[config.mk]
export PLATFORM = sky130hd
export DESIGN_NAME = pipe_fwd_chain_flat
export DESIGN_NICKNAME = d
export VERILOG_FILES = /design/src/rtl/pipe_fwd_chain_if.sv /design/src/rtl/pipe_fwd_chain.sv /design/src/flat_wrapper.sv
export SDC_FILE = /design/constraint.sdc
export NUM_CORES = 1
export LEC_CHECK = 0
export CORE_MARGIN = 8
export CORE_UTILIZATION = 46
export CTS_BUF_LIST = sky130_fd_sc_hd__clkbuf_2 sky130_fd_sc_hd__clkbuf_4 sky130_fd_sc_hd__clkbuf_8
export CTS_CLUSTER_DIAMETER = 100
export DETAILED_ROUTE_END_ITERATION = 7
export PLACE_DENSITY = 0.95
export SLEW_MARGIN = 5
export SYNTH_ARGS = -nofsm -noshare
export SYNTH_HDL_FRONTEND = slang
export SYNTH_SLANG_ARGS = --single-unit
export TNS_END_PERCENT = 1
[constraint.sdc]
create_clock -name clk -period 6.9 [get_ports clk]
set_input_delay 2.07 -clock clk [delete_from_list [all_inputs] [get_ports clk]]
set_output_delay 2.07 -clock clk [all_outputs]
set_load 0.01 [all_outputs]
[src/rtl/pipe_fwd_chain_if.sv]
// Signal bundle for pipe_fwd_chain: entry, late-result update, decode lookup,
// retire port and performance counters. clk/reset stay outside the bundle.
interface pipe_fwd_chain_if #(
  parameter int XLEN   = 32,
  parameter int STAGES = 3,
  parameter int RAW    = 5
);
  logic                     in_valid;
  logic                     in_we;
  logic [RAW-1:0]           in_rd;
  logic                     in_rdy;
  logic [XLEN-1:0]          in_data;
  logic                     flush_e;
  logic [STAGES-1:0]        upd_en;
  logic [STAGES*XLEN-1:0]   upd_data;
  logic [RAW-1:0]           lk_rs1;
  logic [RAW-1:0]           lk_rs2;
  logic                     lk1_hit;
  logic                     lk2_hit;
  logic [XLEN-1:0]          lk1_data;
  logic [XLEN-1:0]          lk2_data;
  logic                     stall_req;
  logic [STAGES-1:0]        stage_valid;
  logic                     ret_valid;
  logic                     ret_we;
  logic [RAW-1:0]           ret_rd;
  logic [XLEN-1:0]          ret_data;
  logic [31:0]              perf_retired;
  logic [31:0]              perf_stalls;

  modport master (
    output in_valid, in_we, in_rd, in_rdy, in_data, flush_e,
           upd_en, upd_data, lk_rs1, lk_rs2,
    input  lk1_hit, lk2_hit, lk1_data, lk2_data, stall_req, stage_valid,
           ret_valid, ret_we, ret_rd, ret_data, perf_retired, perf_stalls
  );

  modport slave (
    input  in_valid, in_we, in_rd, in_rdy, in_data, flush_e,
           upd_en, upd_data, lk_rs1, lk_rs2,
    output lk1_hit, lk2_hit, lk1_data, lk2_data, stall_req, stage_valid,
           ret_valid, ret_we, ret_rd, ret_data, perf_retired, perf_stalls
  );
endinterface

[src/rtl/pipe_fwd_chain.sv]
// EX..WB destination/result chain with youngest-match forwarding, load-use stall
// request and register-file retire port. Counters built only with PIPE_FWD_PERF_EN.
module pipe_fwd_chain #(
  parameter int XLEN   = 32,
  parameter int STAGES = 3,
  parameter int RAW    = 5
) (
  input  logic            clk,
  input  logic            reset,
  pipe_fwd_chain_if.slave bus
);
  logic [STAGES-1:0] v_q, v_d;
  logic [STAGES-1:0] we_q, we_d;
  logic [STAGES-1:0] rdy_q, rdy_d;
  logic [RAW-1:0]    rd_q   [STAGES];
  logic [RAW-1:0]    rd_d   [STAGES];
  logic [XLEN-1:0]   data_q [STAGES];
  logic [XLEN-1:0]   data_d [STAGES];

  logic [STAGES-1:0] eff_rdy;
  logic [XLEN-1:0]   eff_data [STAGES];

  for (genvar gi = 0; gi < STAGES; gi++) begin : g_stage
    assign eff_rdy[gi]  = rdy_q[gi] | bus.upd_en[gi];
    assign eff_data[gi] = bus.upd_en[gi] ? bus.upd_data[gi*XLEN +: XLEN] : data_q[gi];
    if (gi == 0) begin : g_head
      assign v_d[gi]    = bus.in_valid & ~bus.flush_e;
      assign we_d[gi]   = bus.in_we;
      assign rdy_d[gi]  = bus.in_rdy;
      assign rd_d[gi]   = bus.in_rd;
      assign data_d[gi] = bus.in_data;
    end else begin : g_body
      // Late results captured this cycle travel on with the instruction.
      assign v_d[gi]    = v_q[gi-1];
      assign we_d[gi]   = we_q[gi-1];
      assign rdy_d[gi]  = eff_rdy[gi-1];
      assign rd_d[gi]   = rd_q[gi-1];
      assign data_d[gi] = eff_data[gi-1];
    end
  end

  always_ff @(posedge clk) begin
    if (reset) begin
      v_q   <= '0;
      we_q  <= '0;
      rdy_q <= '0;
      for (int k = 0; k < STAGES; k++) begin
        rd_q[k]   <= '0;
        data_q[k] <= '0;
      end
    end else begin
      v_q   <= v_d;
      we_q  <= we_d;
      rdy_q <= rdy_d;
      for (int k = 0; k < STAGES; k++) begin
        rd_q[k]   <= rd_d[k];
        data_q[k] <= data_d[k];
      end
    end
  end

  logic            m1_found, m1_rdy, m2_found, m2_rdy;
  logic [XLEN-1:0] m1_data, m2_data;

  // Scan oldest to youngest so the lowest matching stage is the one left standing.
  always_comb begin
    m1_found = 1'b0;
    m1_rdy   = 1'b0;
    m1_data  = '0;
    m2_found = 1'b0;
    m2_rdy   = 1'b0;
    m2_data  = '0;
    for (int k = STAGES - 1; k >= 0; k--) begin
      if (v_q[k] && we_q[k] && (rd_q[k] == bus.lk_rs1) && (bus.lk_rs1 != '0)) begin
        m1_found = 1'b1;
        m1_rdy   = eff_rdy[k];
        m1_data  = eff_data[k];
      end
      if (v_q[k] && we_q[k] && (rd_q[k] == bus.lk_rs2) && (bus.lk_rs2 != '0)) begin
        m2_found = 1'b1;
        m2_rdy   = eff_rdy[k];
        m2_data  = eff_data[k];
      end
    end
  end

  logic stall;
  logic ret_valid;

  assign stall         = (m1_found & ~m1_rdy) | (m2_found & ~m2_rdy);
  assign ret_valid     = v_q[STAGES-1];
  assign bus.lk1_hit   = m1_found & m1_rdy;
  assign bus.lk2_hit   = m2_found & m2_rdy;
  assign bus.lk1_data  = (m1_found & m1_rdy) ? m1_data : '0;
  assign bus.lk2_data  = (m2_found & m2_rdy) ? m2_data : '0;
  assign bus.stall_req = stall;

  assign bus.stage_valid = v_q;
  assign bus.ret_valid   = ret_valid;
  assign bus.ret_we      = we_q[STAGES-1] & ret_valid;
  assign bus.ret_rd      = rd_q[STAGES-1];
  assign bus.ret_data    = eff_data[STAGES-1];

`ifdef PIPE_FWD_PERF_EN
  logic [31:0] retired_q, retired_d;
  logic [31:0] stalls_q, stalls_d;

  assign retired_d = retired_q + {31'd0, ret_valid};
  assign stalls_d  = stalls_q + {31'd0, stall};

  always_ff @(posedge clk) begin
    if (reset) begin
      retired_q <= '0;
      stalls_q  <= '0;
    end else begin
      retired_q <= retired_d;
      stalls_q  <= stalls_d;
    end
  end

  assign bus.perf_retired = retired_q;
  assign bus.perf_stalls  = stalls_q;
`else
  assign bus.perf_retired = '0;
  assign bus.perf_stalls  = '0;
`endif

`ifndef SYNTHESIS
  // A writing instruction must have its result by the time it reaches the regfile port.
  wb_result_known: assert property (@(posedge clk) disable iff (reset)
    !(v_q[STAGES-1] && we_q[STAGES-1] && !eff_rdy[STAGES-1]));
`endif
endmodule

[src/flat_wrapper.sv]
// flat-port wrapper written by rule: the top's interface ports become plain ports
module pipe_fwd_chain_flat 
#(
  parameter int XLEN   = 32,
  parameter int STAGES = 3,
  parameter int RAW    = 5
)
  (clk, reset, bus_in_valid, bus_in_we, bus_in_rd, bus_in_rdy, bus_in_data, bus_flush_e, bus_upd_en, bus_upd_data, bus_lk_rs1, bus_lk_rs2, bus_lk1_hit, bus_lk2_hit, bus_lk1_data, bus_lk2_data, bus_stall_req, bus_stage_valid, bus_ret_valid, bus_ret_we, bus_ret_rd, bus_ret_data, bus_perf_retired, bus_perf_stalls);
  pipe_fwd_chain_if #(.XLEN(XLEN), .STAGES(STAGES), .RAW(RAW)) bus_i ();
  input  logic clk;
  input  logic reset;
  input wire logic [$bits(bus_i.in_valid)-1:0] bus_in_valid;
  input wire logic [$bits(bus_i.in_we)-1:0] bus_in_we;
  input wire logic [$bits(bus_i.in_rd)-1:0] bus_in_rd;
  input wire logic [$bits(bus_i.in_rdy)-1:0] bus_in_rdy;
  input wire logic [$bits(bus_i.in_data)-1:0] bus_in_data;
  input wire logic [$bits(bus_i.flush_e)-1:0] bus_flush_e;
  input wire logic [$bits(bus_i.upd_en)-1:0] bus_upd_en;
  input wire logic [$bits(bus_i.upd_data)-1:0] bus_upd_data;
  input wire logic [$bits(bus_i.lk_rs1)-1:0] bus_lk_rs1;
  input wire logic [$bits(bus_i.lk_rs2)-1:0] bus_lk_rs2;
  output wire logic [$bits(bus_i.lk1_hit)-1:0] bus_lk1_hit;
  output wire logic [$bits(bus_i.lk2_hit)-1:0] bus_lk2_hit;
  output wire logic [$bits(bus_i.lk1_data)-1:0] bus_lk1_data;
  output wire logic [$bits(bus_i.lk2_data)-1:0] bus_lk2_data;
  output wire logic [$bits(bus_i.stall_req)-1:0] bus_stall_req;
  output wire logic [$bits(bus_i.stage_valid)-1:0] bus_stage_valid;
  output wire logic [$bits(bus_i.ret_valid)-1:0] bus_ret_valid;
  output wire logic [$bits(bus_i.ret_we)-1:0] bus_ret_we;
  output wire logic [$bits(bus_i.ret_rd)-1:0] bus_ret_rd;
  output wire logic [$bits(bus_i.ret_data)-1:0] bus_ret_data;
  output wire logic [$bits(bus_i.perf_retired)-1:0] bus_perf_retired;
  output wire logic [$bits(bus_i.perf_stalls)-1:0] bus_perf_stalls;
  assign bus_i.in_valid = bus_in_valid;
  assign bus_i.in_we = bus_in_we;
  assign bus_i.in_rd = bus_in_rd;
  assign bus_i.in_rdy = bus_in_rdy;
  assign bus_i.in_data = bus_in_data;
  assign bus_i.flush_e = bus_flush_e;
  assign bus_i.upd_en = bus_upd_en;
  assign bus_i.upd_data = bus_upd_data;
  assign bus_i.lk_rs1 = bus_lk_rs1;
  assign bus_i.lk_rs2 = bus_lk_rs2;
  assign bus_lk1_hit = bus_i.lk1_hit;
  assign bus_lk2_hit = bus_i.lk2_hit;
  assign bus_lk1_data = bus_i.lk1_data;
  assign bus_lk2_data = bus_i.lk2_data;
  assign bus_stall_req = bus_i.stall_req;
  assign bus_stage_valid = bus_i.stage_valid;
  assign bus_ret_valid = bus_i.ret_valid;
  assign bus_ret_we = bus_i.ret_we;
  assign bus_ret_rd = bus_i.ret_rd;
  assign bus_ret_data = bus_i.ret_data;
  assign bus_perf_retired = bus_i.perf_retired;
  assign bus_perf_stalls = bus_i.perf_stalls;
  pipe_fwd_chain #(.XLEN(XLEN), .STAGES(STAGES), .RAW(RAW)) u_core (.clk(clk), .reset(reset), .bus(bus_i));
endmodule
==> reports/results.txt <==
Wire per inst -> 21.6 µm
Cells after DPL -> 1092
RSZ-0062 raised after global routing -> true
Nets -> 1080
Share of the synthesized area in the top cell type -> 35.7%
Final core utilization -> 68.6%
Peak VDD IR -> 0.000147 V
Clk buf depth -> 2
CP Class -> primary input to output port
Synth cell types -> 38
GRT overflow -> 0
Post-CTS Hold Fix Bufs -> 0
Placed instance area -> 0.00946 mm²
Post-Syn Instances -> 668
Vias in the first global route -> 6477
Pwr Total -> 1590 µW
Least-Margin Pin Slew -> 0.845 ns
Synth area leader -> dfxtp_1
Antenna Nets Post-Route -> 0
PortBufs -> 260
Critical path peak fanout -> 19
CTS Sinks -> 120
Final setup fails -> 1
Tmin final -> 6.91 ns
Crit path DAT -> 4.84 ns
Gpl congestion -> 0.934
Mapped cell area -> 0.00673 mm²
Failing checks -> setup timing
Worst Hold Class -> flop to flop
Layout area overhead -> 47.0%
TritonCTS clock tree -> done
H-tree Lvls -> 4
First-pass GRT wire length -> 35500 µm
Clk root buf -> clkbuf_8
Final period util -> 100%
Cell Pwr Density -> 161 mW/mm²
Drt via density -> 5.58
Proportion of layout cells with a drive suffix above 1 -> 20.6%
Die footprint -> 0.0188 mm²
Number of synthesized register bits -> 120
CP Capture Type -> output port
DRC Markers -> 0
Via Count -> 6260
DRT Wirelength -> 24200 µm
Largest net degree at the start of global routing -> 77
Required time at the worst-slack endpoint -> 4.83 ns
Fillers -> 1075
Die height -> 137 µm
FP Rows -> 44
Count of pins over their slew limit -> 0
Post-synth EDFFs -> 0
Warnings from Yosys -> 0
Max Fclk -> 0.145 GHz
Initial Utilization -> 46.7%
DRT iter0 DRCs -> 445
Avg Inst Size Synth -> 10.1 µm²
DIE WIDTH -> 137 µm
Max cap viols -> 0
# diodes -> 0
Final worst slack -> -0.0106 ns
CTS Buf Count -> 17
Antenna violations before repair -> 0
Finished Layout Cells -> 1121
Rel. slew slack -> 43.7%
Main synth FF type -> dfxtp_1
Outcome -> finished with violations
DP Worst Slack -> -0.0287 ns
Leak -> 0.00437 µW
HPWL after detailed placement -> 18200 µm
Fin. Hold Viols -> 0
Fin area -> 0.00990 mm²
Worst skew pair latency -> 0.44 ns
Clk slew on worst S/H paths -> 0.06 ns
Total track usage -> 24.5%
IO Pins -> 325
FF+latch area -> 0.00240 mm²
Ys async rst share -> 0%
Area contributors post-synth -> dfxtp_1, mux2_2, a221oi_1
Core Footprint -> 0.0144 mm²
Setup crit start kind -> primary input
Multi-input logic area -> 0.00380 mm²
Clock Skew -> 0.0102 ns
Register area share after synthesis -> 35.7%
Drt pass-1 iters -> 5
[layout make-up]
type                       count  share of cell area (%)
timing repair buffer         302                    31.7
sequential                   120                    24.3
clock inverter                 6                   0.303
tap                          184                    2.33
inverter                       3                   0.114
clock buffer                  22                    2.81
multi-input combinational    484                    38.4
[worst max-delay path, cell delays in order]
cell and delay, ns:
clkdlybuf4s50_1 0.56, nor4_1 0.10, or3_1 0.37, a211oi_4 0.37, buf_4 0.18, o31ai_4 0.08
buf_12 0.17, a211oi_1 0.32, clkdlybuf4s50_1 0.60
[where the power goes]
| group | leakage [µW] | internal [µW] | switching [µW] |
|---|---|---|---|
| clock | 0.000171 | 261 | 268 |
| sequential | 0.000994 | 731 | 14.2 |
| combinational | 0.00320 | 172 | 144 |
| total | 0.00437 | 1160 | 427 |
[cells by family (layout without fill, tap and decap cells)]
logic type / count (synthesis) / after routing / synth area share, %
multiplexers: 96 / 96 / 15.5
XOR/XNOR: 27 / 27 / 3.51
AND/OR/NAND/NOR: 161 / 161 / 13.9
flip-flops: 120 / 120 / 35.7
other: 1 / 64 / 0.0557
buffers and inverters: 127 / 333 / 11.9
AO/OA/AOI/OAI: 136 / 136 / 19.5
[routing by layer]
layer  wire, µm  GRT usage, %  up-vias
met4        828          12.1        0
met5          0             0        -
li1           -             -     2816
met2      12100          41.5      388
met3       2290          6.68       66
met1       9070          28.0     2990
[placed cells by master (no fill, tap or decap), types with 4 or more instances in the layout]
| cell type | Yosys | routed |
|---|---|---|
| a211oi_1 | 33 | 32 |
| nor2b_1 | 85 | 85 |
| clkbuf_8 | 0 | 18 |
| xor2_1 | 6 | 6 |
| conb_1 | 1 | 64 |
| dlymetal6s2s_1 | 0 | 43 |
| clkdlybuf4s50_1 | 0 | 212 |
| clkbuf_4 | 0 | 4 |
| buf_12 | 0 | 10 |
| nand2_1 | 7 | 7 |
| nor3_2 | 4 | 4 |
| buf_4 | 69 | 30 |
| nand3_1 | 6 | 6 |
| a221oi_1 | 63 | 63 |
| nor2_1 | 38 | 38 |
| a211oi_2 | 32 | 32 |
| dfxtp_1 | 120 | 120 |
| xnor2_1 | 21 | 21 |
| clkinv_2 | 0 | 6 |
| mux2_2 | 64 | 64 |
| mux2i_1 | 32 | 32 |
[synthesized netlist by cell type (all sizes together) (7+ instances only)]
library cell,instances
mux2,64
a211oi,65
nor2b,85
nor3,10
xnor2,21
nor2,40
dfxtp,120
clkbuf,25
mux2i,32
a221oi,64
nand2,7
buf,99
[flip-flops by register name (all words and copies together), names as in the netlist]
name	count
u_core.rdy_q	3
u_core.rd_q	15
u_core.bus.stage_valid	3
u_core.we_q	3
u_core.data_q	96
[repair_timing]
| item | 4_1_cts | 5_1_grt |
|---|---|---|
| resized for setup | 3 | 47 |
| pin swaps | 0 | 3 |
| setup buffers | 0 | 1 |
| endpoints found under the setup margin | 6 | 59 |
[path summary, 6_finish.rpt]
kind / start / endpoint / slack, ns / depth (start not counted)
worst min register to register: u_core.we_q[1] / u_core.we_q[2] / 0.48 / 1
worst max-delay path: bus_lk_rs2[2] / bus_lk2_data[29] / -0.01 / 9
worst max register to register: u_core.data_q[0][1] / u_core.data_q[0][33] / 5.99 / 2
worst min-delay path: u_core.we_q[1] / u_core.we_q[2] / 0.48 / 1
[through the flow]
step                      TNS [ns]  hold slack (ns)
final                      -0.0106            0.482
after global routing        -0.269            0.496
after CTS                 -0.00786            0.481
after detailed placement   -0.0760            0.455
after global placement    -0.00821            0.441
after floorplan                  0            0.417
Note: power is estimated with default switching activity, not from simulation.
